`src/rtl/add_pkg.sv`:
```
// rtl/add_pkg.sv - shared types for the word-serial adder
package add_pkg;

   typedef enum logic {FIRST, NEXT} add_ser_st_t;

endpackage

```
`src/rtl/add_word_serial_rca.sv`:
```
// rtl/add_word_serial_rca.sv - combinational ripple-carry adder, one word wide
module RCA #(
   parameter int WIDTH = 32
) (
   input  logic [WIDTH-1:0] A,
   input  logic [WIDTH-1:0] B,
   input  logic             Ci,
   output logic [WIDTH-1:0] S,
   output logic             Co
);

   logic [WIDTH:0] c;

   always_comb begin
      c    = '0;
      S    = '0;
      c[0] = Ci;
      for (int i = 0; i < WIDTH; i++) begin
         S[i]   = A[i] ^ B[i] ^ c[i];
         c[i+1] = (A[i] & B[i]) | (c[i] & (A[i] ^ B[i]));
      end
   end

   assign Co = c[WIDTH];

endmodule

```
`src/rtl/add_word_serial.sv`:
```
// rtl/add_word_serial.sv - multi-word sequential adder around a single RCA
module add_word_serial
   import add_pkg::*;
#(
   parameter int WIDTH = 32
) (
   input  logic             clk,
   input  logic             rst,
   input  logic             i_vld,
   output logic             i_rdy,
   input  logic [WIDTH-1:0] i_A,
   input  logic [WIDTH-1:0] i_B,
   input  logic             i_lst,
   input  logic             Ci,
   output logic             o_vld,
   input  logic             o_rdy,
   output logic [WIDTH-1:0] o_S,
   output logic             o_lst,
   output logic             Co,
   output logic             V
);

   add_ser_st_t      state_q, state_d;
   logic             carry_q, carry_d;
   logic             vld_q, vld_d;
   logic [WIDTH-1:0] s_q, s_d;
   logic             lst_q, lst_d;
   logic             co_q, co_d;
   logic             v_q, v_d;

   logic             accept;
   logic             rca_ci;
   logic [WIDTH-1:0] rca_s;
   logic             rca_co;

   assign i_rdy  = ~vld_q | o_rdy;
   assign accept = i_vld & i_rdy;
   // The carry register is ignored on the first beat so a previous transaction cannot leak in.
   assign rca_ci = (state_q == FIRST) ? Ci : carry_q;

   RCA #(.WIDTH(WIDTH)) u_rca (
      .A  (i_A),
      .B  (i_B),
      .Ci (rca_ci),
      .S  (rca_s),
      .Co (rca_co)
   );

   always_comb begin
      state_d = state_q;
      carry_d = carry_q;
      vld_d   = vld_q;
      s_d     = s_q;
      lst_d   = lst_q;
      co_d    = co_q;
      v_d     = v_q;
      if (accept) begin
         state_d = i_lst ? FIRST : NEXT;
         carry_d = rca_co;
         vld_d   = 1'b1;
         s_d     = rca_s;
         lst_d   = i_lst;
         co_d    = i_lst & rca_co;
         v_d     = i_lst & (i_A[WIDTH-1] == i_B[WIDTH-1]) & (rca_s[WIDTH-1] != i_A[WIDTH-1]);
      end else if (o_rdy) begin
         vld_d   = 1'b0;
      end
   end

   always_ff @(posedge clk or posedge rst) begin
      if (rst) begin
         state_q <= FIRST;
         carry_q <= 1'b0;
         vld_q   <= 1'b0;
         s_q     <= '0;
         lst_q   <= 1'b0;
         co_q    <= 1'b0;
         v_q     <= 1'b0;
      end else begin
         state_q <= state_d;
         carry_q <= carry_d;
         vld_q   <= vld_d;
         s_q     <= s_d;
         lst_q   <= lst_d;
         co_q    <= co_d;
         v_q     <= v_d;
      end
   end

   assign o_vld = vld_q;
   assign o_S   = s_q;
   assign o_lst = lst_q;
   // Flags are forced low whenever they do not describe a valid final word.
   assign Co    = co_q & vld_q & lst_q;
   assign V     = v_q & vld_q & lst_q;

endmodule
```
`config.mk`:
```
export PLATFORM = sky130hd
export DESIGN_NAME = add_word_serial
export DESIGN_NICKNAME = d
export VERILOG_FILES = /design/src/rtl/add_pkg.sv /design/src/rtl/add_word_serial_rca.sv /design/src/rtl/add_word_serial.sv
export SDC_FILE = /design/constraint.sdc
export NUM_CORES = 1
export LEC_CHECK = 0
export ABC_CLOCK_PERIOD_IN_PS = 13300
export CAP_MARGIN = 20
export CORE_MARGIN = 5
export CORE_UTILIZATION = 30
export CTS_CLUSTER_DIAMETER = 120
export CTS_CLUSTER_SIZE = 12
export DETAILED_ROUTE_END_ITERATION = 12
export PLACE_DENSITY = 0.66
export REMOVE_ABC_BUFFERS = 1
export SYNTH_ARGS = -nofsm -noshare
export SYNTH_HDL_FRONTEND = slang
export SYNTH_SLANG_ARGS = --single-unit
```
`constraint.sdc`:
```
create_clock -name clk -period 13.3 [get_ports clk]
set_input_delay 2.66 -clock clk [delete_from_list [all_inputs] [get_ports clk]]
set_output_delay 2.66 -clock clk [all_outputs]
set_load 0.02 [all_outputs]
```
==> metrics.md <==
| Metric | Value |
|---|---|
| FMAX | 0.0687 GHz |
| Worst Tran Pin Value | approximately 800 ps |
| Clock Tree Buf Depth | 2 |
| Buf+Inv Stages, Crit Path | 4 |
| Slowest-stage cell, CP | fa_2 |
| Number of synthesized flops with an enable pin | 0 |
| Total of max-cap violations | 0 |
| RR Startpoint | state_q$_DFFE_PP0P_ |
| Warnings from Yosys | 0 |
| Routed vias | around 1,500 |
| Count of input and output buffers | 106 |
| Global-route wire length before repair | between 8 and 9 mm |
| Netlist cell types | 18 |
| Failing checks | negative setup slack |
| CTS buffer count | 5 |
| H-tree Lvls | 2 |
| Psw | 0.000143 W |
| Worst Setup Path Type | primary input to flop |
| Chip height | 97.2 um |
| Final hold vios | 0 |
| Max Slew Vio Count | 0 |
| N_diodes | 0 |
| Wire per inst | 14.7 um |
| Clock transition at path regs | ~70 ps |
| Worst r2r path cells | 39 |
| Cell area after layout | approximately 0.0036 sq mm |
| Internal power | between 0.0003 and 0.0004 W |
| Critical Path Max Stage Delay | 440 ps |
| Min-delay src | o_S[12]$_DFFE_PP0P_ |
| Post-route ant nets | 0 |
| Vias in the first global route | about 1,800 |
| Pre-CTS setup slack | -3210 ps |
| RSZ-0062 raised after global routing | true |
| Overflow after GRT | 0 |
| WHS | ~500 ps |
| Final wirelength | 5.02 mm |
| Clock Sinks | 38 |
| Drt initial violations | 10 |
| Top-count cell post-synth | dfrtp_1 |
| Fill cell count | 662 |
| Sequential Power Share | a little under two fifths |
| Worst vdd ir | 0.0000474 V |
| Min cycle time layout | 14,560 ps |
| Largest fanout on the critical path | 2 |
| Setup Total Neg Slack | -4530 ps |
| Syn Std Cell Area | 0.00228 sq mm |
| Initial antenna violation count | 0 |
| Post-synth top area cell | dfrtp_1 |
| Synth async-reset ratio | 100% |
| Fin worst setup slack | -1260 ps |
| Mapped Avg Cell Area | 17.3 sq um |
| Yosys reg bits | 38 |
| Share of the synthesized area in the top cell type | 41.7% |
| Core area | 0.00733 sq mm |
| GRT Overall Usage | 11.4% |
| Most used cell, CP | fa_2 |
| Worst-Skew Late Latency | 280 ps |
| CTS tree | done |
| Ranking of synthesized cells by area | dfrtp_1 (42%), fa_1 (28%), mux2_4 (18%) |
| Placed Area | 0.00343 sq mm |
| Fraction of layout cells with a size suffix above 1 | 32.5% |
| CP Launch Type | primary input |
| Area Overhead vs Synth | 57.8% |
| Worst R2R End | v_q$_DFFE_PP0P_ |
| Hold Path End | o_S[12]$_DFFE_PP0P_ |
| Power per Cell Area | 126 mW/mm^2 |
| Post-synthesis sequential area ratio | 41.7% |
| Ys flop type | dfrtp_1 |
| Synth cell count leaders | dfrtp_1 (38), fa_1 (32), mux2_4 (27), inv_1 (11), mux2_2 (7) |
| Switching Fraction | 31.7% |
| Remaining DRCs | 0 |
| Vias per Instance | 4.24 |
| Worst slew margin | a little under half |
| Die W | 97.2 um |
| Cell Rows | 31 |
| Worst path top cell family by delay | adder cells |
| CP required | 13,470 ps |
| RePlAce Congestion | ~0.7 |
| Clk root buf | clkbuf_8 |
| Comb pwr share | between 40% and 50% |
| Post-synthesis instance total | 132 |
| Final setup vio count | 6 |
| Fin nets | 346 |
| Worst Clk Skew | 1.03 ps |
| Final core utilization | 49.1% |
| Flop2flop setup slack | 780 ps |
| Clk network pwr share | between 10% and 20% |
| Outcome | finished, violations left |
| Static Leakage | 1.51 nW |
| Initial Util | 31.1% |
| Worst Path Arrival | 14,720 ps |
| Fin crit share | 109% |
| Die area | 0.00944 sq mm |
| TritonRoute pass-1 iters | 2 |
| CP endpoint kind | flop |
| Final HPWL DP | 3.97 mm |
| Largest net degree at the start of global routing | 39 |
| Ports | between 100 and 150 |
| Worst hold stages | 1 |
| HP Class | flop to flop |
sequential cells by signal, summed over array words and instances, names as in the netlist:
register,cells
v_q,1
o_vld,1
co_q,1
state_q,1
o_lst,1
o_S,32
carry_q,1
worst max-delay path by stage:
| stage | startpoint | to | slack (ps) | depth (start not counted) |
|---|---|---|---|---|
| finish | Ci | v_q$_DFFE_PP0P_ | -1260 | 40 |
| global placement | Ci | v_q$_DFFE_PP0P_ | -3160 | 40 |
| detailed placement | Ci | v_q$_DFFE_PP0P_ | -3210 | 40 |
| global route | Ci | v_q$_DFFE_PP0P_ | -1570 | 40 |
| CTS | Ci | v_q$_DFFE_PP0P_ | -1430 | 40 |
| floorplan | Ci | v_q$_DFFE_PP0P_ | -2250 | 39 |
per-layer routing:
metal / global-route usage, % / wire (um) / vias up
met5: 0 / 0 / -
met3: 4.74 / 416 / 6
li1: - / - / 650
met1: 13.3 / 1960 / 730
met2: 18.7 / 2560 / 65
met4: 4.00 / 87 / 0
cell type report:
cell class,count,area (sq um),area share [%]
clock buffers,7,76.3,2.12
well taps,99,124,3.44
inverters,11,41.3,1.15
flip-flops and latches,38,951,26.4
multi-input cells,80,1330,37.1
repair buffers,107,1070,29.8
through the flow:
step,cells,power (W)
after floorplan,129,0.000273
after global placement,335,0.000376
after detailed placement,335,0.000379
after CTS,342,0.000461
after global routing,342,0.000484
final,342,0.000452
logic make-up (layout without fill, tap and decap cells):
family | Yosys count | in the layout | share of synthesized area (%)
flip-flops | 38 | 38 | 41.7
multiplexers | 37 | 37 | 22.6
adder cells (fa/ha/maj) | 33 | 33 | 28.7
buffers and inverters | 14 | 125 | 3.62
AND/OR/NAND/NOR | 7 | 7 | 2.53
AO/OA/AOI/OAI | 2 | 2 | 0.494
XOR/XNOR | 1 | 1 | 0.384
placed cells by master (no fill, tap or decap), types with 2 or more instances in the layout:
master	Yosys	routed
clkbuf_8	0	5
clkbuf_1	0	2
inv_2	0	4
dfrtp_1	38	38
buf_6	1	2
dlygate4sd2_1	0	2
mux2i_1	3	3
mux2_4	27	29
inv_1	11	7
fa_2	0	32
clkdlybuf4s50_1	0	103
mux2_2	7	5
and3_1	2	2
repair_timing:
item,in CTS,in global routing
endpoints found under the setup margin,11,8
hold buffers,0,0
buffers inserted,0,0
pin swaps,7,8
resized for setup,41,3
power by group through the flow:
| stage | Clock [W] | Sequential (W) | Combinational [W] |
|---|---|---|---|
| 6_report | 0.0000733 | 0.000166 | 0.000213 |
| 3_5_place_dp | 0 | 0.000167 | 0.000211 |
| 2_1_floorplan | 0 | 0.000203 | 0.0000702 |
| 3_3_place_gp | 0 | 0.000167 | 0.000209 |
| 4_1_cts | 0.0000786 | 0.000166 | 0.000217 |
| 5_1_grt | 0.0000840 | 0.000171 | 0.000229 |
worst register-to-register path, delay by kind of cell, from the launching register on:
kind          cells  cell delay, ps
fa+ha+maj        32           11060
buf+inv           3             160
xor+xnor          1             160
mux               2             570
simple gates      1              60
flops             1             400
No activity file was read; power rests on OpenSTA's default activity.
